<file path="src/rtl/debounced_button_gate.sv">
// rtl/debounced_button_gate.sv - per-channel synchronised, debounced active-low buttons with press pulses and a mode-selected combined LED
module debounced_button_gate #(
    parameter int N_BTN           = 2,
    parameter int DEBOUNCE_CYCLES = 12000
) (
    input  logic             clk,
    input  logic             rst,
    input  logic [N_BTN-1:0] pmod,
    input  logic [1:0]       mode,
    output logic [N_BTN:0]   led,
    output logic [N_BTN-1:0] press_pulse
);

    localparam int CW = $clog2(DEBOUNCE_CYCLES + 1);
    localparam logic [CW-1:0] CNT_LAST = CW'(DEBOUNCE_CYCLES - 1);

    logic [N_BTN-1:0] sync1;
    logic [N_BTN-1:0] sync2;
    logic [N_BTN-1:0] pressed;
    logic [N_BTN-1:0] db;
    logic [N_BTN-1:0] db_prev;
    logic             t;
    logic [CW-1:0]    cnt [N_BTN];
    logic             combined;

    // Pins are active-low; the synchroniser idles at "released".
    assign pressed = ~sync2;

    always_ff @(posedge clk) begin
        if (rst) begin
            sync1   <= '1;
            sync2   <= '1;
            db      <= '0;
            db_prev <= '0;
            t       <= 1'b0;
            for (int i = 0; i < N_BTN; i++) begin
                cnt[i] <= '0;
            end
        end else begin
            sync1   <= pmod;
            sync2   <= sync1;
            db_prev <= db;
            if (|press_pulse) begin
                t <= ~t;
            end
            // Any sample agreeing with the accepted level restarts the count.
            for (int i = 0; i < N_BTN; i++) begin
                if (pressed[i] == db[i]) begin
                    cnt[i] <= '0;
                end else if (cnt[i] == CNT_LAST) begin
                    db[i]  <= pressed[i];
                    cnt[i] <= '0;
                end else begin
                    cnt[i] <= cnt[i] + CW'(1);
                end
            end
        end
    end

    assign press_pulse = db & ~db_prev;

    always_comb begin
        combined = 1'b0;
        case (mode)
            2'b00:   combined = &db;
            2'b01:   combined = |db;
            2'b10:   combined = ^db;
            default: combined = t;
        endcase
    end

    assign led = {combined, db};

endmodule

</file>
<file path="config.mk">
export PLATFORM = sky130hd
export DESIGN_NAME = debounced_button_gate
export DESIGN_NICKNAME = d
export VERILOG_FILES = /design/src/rtl/debounced_button_gate.sv
export SDC_FILE = /design/constraint.sdc
export NUM_CORES = 1
export LEC_CHECK = 0
export ABC_CLOCK_PERIOD_IN_PS = 2400
export CORE_MARGIN = 4
export CORE_UTILIZATION = 50
export CTS_BUF_LIST = sky130_fd_sc_hd__clkbuf_2 sky130_fd_sc_hd__clkbuf_4 sky130_fd_sc_hd__clkbuf_8
export DETAILED_ROUTE_END_ITERATION = 12
export PLACE_DENSITY = 0.69
export SLEW_MARGIN = 20
export SYNTH_ARGS = -nofsm -noshare
export SYNTH_HDL_FRONTEND = slang
export SYNTH_SLANG_ARGS = --single-unit
</file>
<file path="constraint.sdc">
create_clock -name clk -period 2.4 [get_ports clk]
set_input_delay 0.36 -clock clk [delete_from_list [all_inputs] [get_ports clk]]
set_output_delay 0.36 -clock clk [all_outputs]
set_load 0.02 [all_outputs]
</file>
; ---- Word level (Yosys, flattened, before mapping)
; Memory sizes are Yosys's and may differ from the RTL's.
; Cells that the tools add are included.
[totals]
reg_bits = 9
ram_bits = 28
input_bits = 6
out_inout_bits = 5
elab_cells = 65
memories = 1
[classes]
add_sub_neg = 2
n_eq_ne = 6
muxes = 31
bitwise_logic = 12
reduce_logical = 7
[memory_table]
columns = name, depth, word_bits, rd, rd_clocked_by_memory_dff, wr, line
row1 = cnt, 2, 14, 2, 0, 2, 23  ; logic [CW-1:0] cnt [N_BTN];
[op_table]
columns = operator, count
row1 = $mux 14, 6
row2 = $add 14x1->14 const B, 2
row3 = $eq 14x14->1 const B, 2
row4 = $mux 1, 24
row5 = $or 1x1->1, 6
row6 = $reduce_and 2->1, 3
row7 = $not 2->2, 2
row8 = $reduce_or 2->1, 2
row9 = $not 1->1, 3
row10 = $pmux 1 s3, 1
row11 = $and 2x2->2, 1
row12 = $eq 1x1->1, 2
row13 = $eq 2x1->1 const B, 1
row14 = $eq 2x2->1 const B, 1
row15 = $logic_not 2->1, 1
row16 = $reduce_xor 2->1, 1

; ---- Depth between registers and ports, before layout
; Gate-level depths: netlist of run 1.
[logic_depth]
ltp_word = 8
mapped_depth = 7
mapped_depth_nobuf = 5

; ---- Worst setup path after synthesis of run 1
; Ideal clock, no wire load.
[synth_timing]
path_type = reg2reg
start = memory cnt[1][0] (netlist bit)
end = memory cnt[1][7] (netlist bit), data pin
setup_ps = 135
arrival_ps = 1712
t_required_ps = 2265
path_slack_ps = 554
stages_incl_launch_ff = 8
path_buffers = 2
period_less_slack_ps = 1846
path_cell_list = edfxtp_1 -> ha_1 -> and4_4 -> and4_4 -> or3_1 -> buf_6 -> buf_12 -> nor2_4
[synth_rtl]
columns = element, line
row1 = start: declaration, 23

; ---- Worst setup path after layout of run 1
[layout_timing]
start = register db[1]
end = output led[2]
[layout_between]
elab_chain_len = 2
word_cells_on_any_way = 4
classes_between = mux: 1 / reduce/logical: 3
[layout_lines]
columns = element, line
row1 = start: declaration, 20  ; logic [N_BTN-1:0] db;
row2 = start signal: indexed assignment, 51  ; db[i] <= pressed[i];
row3 = "$reduce_xor 2->1, or another cell as far along", 67  ; 2'b10: combined = ^db;
row4 = $pmux 1 s3 *, 64  ; case (mode)
row5 = end: declaration, 10  ; output logic [N_BTN:0] led,
; Every way passes the cells marked *; elsewhere a longest branch is shown, timed or not.

==> impl_metrics.toml, run 1 <==
[cells_and_area]
multiInputGateArea_um2 = 950
n_antenna_cell = 0
drive_gt1_frac = 0.126
area_growth_pct = 15.6
num-nets-final = 223
regArea_um2 = 1020
final_core_util = 0.605
fillers = 316

[floorplan]
die-area_um2 = 4950
coreArea_um2 = 3720
dieHeight_um = 70.4
die_w_um = 70.4
rows = 22
pin_count = 11
start_util = 0.524

[sta]
post-route-period-util = 0.926
rsz0062_at_grt = "false"
setup_viol = 0
setup_tns_ps = 0
hold_violations = 0
clock_skew_ps = 3.49
final_max_slew_viol_count = 0
period_minus_slack_ps = 2220
clock.fmax_ghz = 0.450
setup_ws_ps = 178

[route]
viasPerCell = 4.82
drt_iter0_markers = 113
drc = 0
dr_total_vias = 1262
drt-wirelength-per-cell_um = 11.8
drt.antenna.violating_nets = 0
drt_wl_total_um = 3090
dr.pass1.iters = 4

[critical_path]
cp_data_arrival_time_ps = 1860
rrSetupSlack_ps = 430
crit_type = "register to output pin"
cp.required_ps = 2040
cp-start-kind = "register"
crit_path_max_fanout = 6
crit_path_end_kind = "output pin"

[synthesis]
seq_area_frac_synth = 0.525
synth_area_leaders = "edfxtp_1 (43%), dfxtp_1 (9.3%), xor2_1 (6.3%), xnor2_1 (5.9%), nor2_1 (4.8%)"
yosysUniqueCellTypes = 33
synth_seq_cells = 37
yosysTopAreaCellShare = 0.432
syn_area_per_cell_um2 = 11.2
syn_inst = 174
synthesis.area_um2 = 1950
yosys.area.top_type = "edfxtp_1"
ys_warn_count = 0

[cts]
cts_buffer_depth = 2
cts_tree = "done"
htreeDepth = 2
clkTransAtPathRegs_ps = 70
numClockSinks = 37
cts_root_buf = "clkbuf_8"
cts_inserted_buffers = 5
cts_setup_buffers = 0
clock_latency_ps = 290

[power]
ir_drop_mv = 0.369
p_total_w = 0.00122
power_density_nw_per_um2 = 544
p_leak_nw = 0.804

[grt]
track_usage = 0.139
grt_pass1_wl_um = 5480
grt_max_degree = 15
grt_overflow_total = 0
grt_pass1_vias = 1271
antenna_found_initial = 0

[placement]
place.gp.congestion = 0.834
port_buffers = 10
post-place-ws_ps = 154
dpl.hpwl_um = 2260

[run_status]
outcome = "finished, final reports clean"

[flow_run]
maxCapViolCount = 0

[worst_hold_path]
holdCritPathClass = "register to register"
## placed cells by master, fill, tap and decap left out, types with 3 or more instances in the layout
cell type and count:
conb_1 28, clkdlybuf4s50_1 9, or2_2 4, inv_1 5
nand3_1 7, nand2_1 10, xor2_1 14, nor2_4 8
and3_1 4, nand4_1 11, dfxtp_1 9, xnor2_1 13
edfxtp_1 28, nor2_1 25, nor3_1 6, clkbuf_8 5
nor4_1 3, ha_1 4
## power by group
| part | switching (W) | total, W | leakage, nW | internal, W |
|---|---|---|---|---|
| Sequential | 0.0000258 | 0.000737 | 0.362 | 0.000711 |
| Clock | 0.000222 | 0.000423 | 0.0482 | 0.000201 |
| Combinational | 0.0000339 | 0.0000631 | 0.393 | 0.0000292 |
## registers in the layout, indices dropped and copies added (netlist names)
name / flops
cnt: 28
db: 2
db_prev: 2
sync1: 2
sync2: 2
t: 1
## kinds of logic (layout without fill, tap and decap cells)
kind of cell	after synthesis	in the layout	share of synthesized area
XOR/XNOR	27	27	0.122
AND/OR/NAND/NOR	90	90	0.268
flip-flops	37	37	0.525
other	1	28	0.00193
buffers and inverters	12	25	0.0392
multiplexers	1	1	0.0116
adder cells (fa/ha/maj)	4	4	0.0257
AO/OA/AOI/OAI	2	2	0.00772
## final cells by class
cell class,count,area share
clock inverter,3,0.00723
inverter,5,0.00835
multi-input combinational,152,0.422
timing repair buffer,12,0.0506
sequential,37,0.454
tap,48,0.0267
clock buffer,5,0.0306
## synth_stat cells
master / instances
edfxtp_1: 28
nor2_1: 25
xor2_1: 14
xnor2_1: 13
nand4_1: 11
nand2_1: 10
dfxtp_1: 9
nor2_4: 8
nand3_1: 7
nor3_1: 6
inv_1: 5
and3_1: 4
ha_1: 4
or2_2: 4
nor4_1: 3
and4_1: 2
and4_4: 2
buf_2: 2
nor2_2: 2
nor2b_1: 2
a211oi_1: 1
and2_1: 1
and4b_1: 1
buf_12: 1
buf_4: 1
buf_6: 1
clkbuf_1: 1
clkbuf_2: 1
conb_1: 1
mux4_2: 1
nor4b_1: 1
o31ai_1: 1
or3_1: 1
## worst paths after layout
| check | to | cells after the start | startpoint |
|---|---|---|---|
| min reg2reg | sync2[1] | 1 | sync1[1] |
| max reg2reg | cnt[1][4] | 6 | cnt[1][0] |
| max | led[2] | 4 | db[1] |
| min | sync2[1] | 1 | sync1[1] |
## layer usage
| layer | up-vias | wire [um] | global-route usage |
|---|---|---|---|
| li1 | 658 | - | - |
| met1 | 582 | 1370 | 0.163 |
| met2 | 18 | 1560 | 0.232 |
| met3 | 4 | 117 | 0.0518 |
| met4 | 0 | 41 | 0.0511 |
| met5 | - | 0 | 0 |
## stage by stage
| stage | hold slack (ps) | instance area, um2 | cells |
|---|---|---|---|
| 6_report | 414 | 2250 | 262 |
| 5_1_grt | 438 | 2250 | 262 |
| 4_1_cts | 417 | 2250 | 262 |
| 3_5_place_dp | 397 | 2160 | 254 |
| 3_3_place_gp | 392 | 2160 | 254 |
| 2_1_floorplan | 389 | 2050 | 201 |
## worst max-delay path: stages, from the launching register on
cell and delay, ps:
dfxtp_1 430, inv_1 90, ha_1 280, mux4_2 450
dlygate4sd2_1 330
## what timing repair did
item                                    CTS  global route
endpoints found under the setup margin    1             0
endpoints found under the hold margin     0             0
gates resized for setup                   1             0
hold buffers                              0             0
Power figures use the tool's default switching activity.
==> run 2: changes to the inputs <==
--- a/config.mk
+++ b/config.mk
@@ -5,7 +5,7 @@
 export SDC_FILE = /design/constraint.sdc
 export NUM_CORES = 1
 export LEC_CHECK = 0
-export ABC_CLOCK_PERIOD_IN_PS = 2400
+export ABC_CLOCK_PERIOD_IN_PS = 2600
 export CORE_MARGIN = 4
 export CORE_UTILIZATION = 50
 export CTS_BUF_LIST = sky130_fd_sc_hd__clkbuf_2 sky130_fd_sc_hd__clkbuf_4 sky130_fd_sc_hd__clkbuf_8
==> constraint.sdc (replaced) <==
create_clock -name clk -period 2.6 [get_ports clk]
set_input_delay 0.65 -clock clk [delete_from_list [all_inputs] [get_ports clk]]
set_output_delay 0.65 -clock clk [all_outputs]
set_load 0.02 [all_outputs]
==> run 2 against run 1 <==
First-iteration DRC count decreased by 6.2%. Design area grew 1.1%. Sequential share of layout area down 0.50 points. Flip-flop and latch count stayed put. Total power up 1.4%. Utilization increased by 0.67 points. Clock power rose by 19%. Sequential power decreased by 7.7%. Highest routed layer unchanged.
==> impl_metrics.toml, run 2 (same netlist as run 1, synthesis figures left out) <==
[cts]
cts_tree = "done"
clkTransAtPathRegs_ps = 80
cts_root_buf = "clkbuf_8"
hold_buffers = 0
htreeDepth = 2
cts_setup_buffers = 0
clock_latency_ps = 290
cts_buffer_depth = 2
numClockSinks = 37
cts_inserted_buffers = 5

[floorplan]
die-area_um2 = 4950
die_w_um = 70.4
dieHeight_um = 70.4
pin_count = 11
rows = 22
coreArea_um2 = 3720
start_util = 0.524

[critical_path]
cp_data_arrival_time_ps = 1790
critPathBufInv = 2
setup.worst_path.start = "mode[0]"
crit_path_max_fanout = 1
cp-start-kind = "input pin"
crit_type = "input pin to output pin"
crit_slowest_cell = "mux4_2"
r2r_start = "cnt[1][0]"
critPathMaxStageDelay_ps = 490
crit_path_end_kind = "output pin"
path_delay_family = "buffers and inverters"
cp.required_ps = 1950
crit_path_cell_trace = "clkdlybuf4s50_1 -> mux4_2 -> clkbuf_2"

[sta]
clock.fmax_ghz = 0.410
post-route-period-util = 0.938
clock_skew_ps = 7.08
period_minus_slack_ps = 2440
rsz0062_at_grt = "false"
hold_violations = 0
setup_viol = 0
worst_hold_slack_ps = 413
final_max_slew_viol_count = 0

[grt]
grt_pass1_wl_um = 5320
antenna_found_initial = 0
grt_max_degree = 15
grt_pass1_vias = 1245
track_usage = 0.138
grt_overflow_total = 0

[cells_and_area]
largest_register = "cnt"
num-nets-final = 223
regArea_um2 = 1020
drive_gt1_frac = 0.131
n_antenna_cell = 0
final_core_util = 0.612
area_growth_pct = 16.8
largest_reg_flops = 28
final_cell_mix = "edfxtp_1 (28), conb_1 (28), nor2_1 (25), xor2_1 (14), xnor2_1 (13)"
fillers = 321
multiInputGateArea_um2 = 950

[worst_hold_path]
holdCritPathClass = "register to register"
hold_start = "sync1[0]"

[power]
ir_drop_mv = 0.374
power_density_nw_per_um2 = 546
p_leak_nw = 0.811
p_total_w = 0.00124

[route]
drt_wl_total_um = 2970
viasPerCell = 4.82
drt-wirelength-per-cell_um = 11.3
drt.antenna.violating_nets = 0
drt_iter0_markers = 106
dr.pass1.iters = 4
drc = 0
dr_total_vias = 1262

[placement]
port_buffers = 10
place.gp.congestion = 0.833
dpl.hpwl_um = 2190

[run_status]
outcome = "finished, final reports clean"

[flow_run]
maxCapViolCount = 0
## run 2: where the power goes
group	switching (W)	leakage (nW)	total [W]	internal (W)
Clock	0.000215	0.0587	0.000503	0.000288
Combinational	0.0000313	0.390	0.0000582	0.0000269
Sequential	0.0000233	0.362	0.000680	0.000656
## run 2: timing repair
action / in CTS / in global routing
endpoints found under the setup margin: 1 / 1
resized for setup: 2 / 1
pin swaps: 0 / 0
## run 2: routing by layer
layer	up-vias	part of all wire	global-route usage	wire length, um
li1	659	-	-	-
met4	0	0.021	0.0830	61
met5	-	0	0	0
met3	7	0.035	0.0460	104
met1	580	0.46	0.164	1370
met2	16	0.48	0.213	1440
## run 2: metrics by stage
step | instances | area, um2 | setup WS (ps) | TNS, ps
finish | 262 | 2270 | 161 | 0
global route | 262 | 2270 | 109 | 0
CTS | 262 | 2280 | 17.5 | 0
detailed placement | 254 | 2160 | -226 | -226
global placement | 254 | 2160 | -226 | -226
floorplan | 201 | 2050 | 489 | 0
## run 2: area by class of cell
| cell class | instances | share of cell area |
|---|---|---|
| Clock buffer | 5 | 0.0303 |
| Clock inverter | 3 | 0.0198 |
| Tap cell | 48 | 0.0264 |
| Inverter | 5 | 0.00826 |
| Timing Repair Buffer | 12 | 0.0484 |
| Multi-Input combinational cell | 152 | 0.418 |
| Sequential cell | 37 | 0.449 |
## run 2: path summary, 6_finish.rpt
path                                   to  slack [ps]  cells after the start
worst max-delay path               led[2]         160                      3
worst min-delay path             sync2[0]         410                      1
worst max register to register  cnt[1][2]         650                      6
worst min register to register   sync2[0]         410                      1
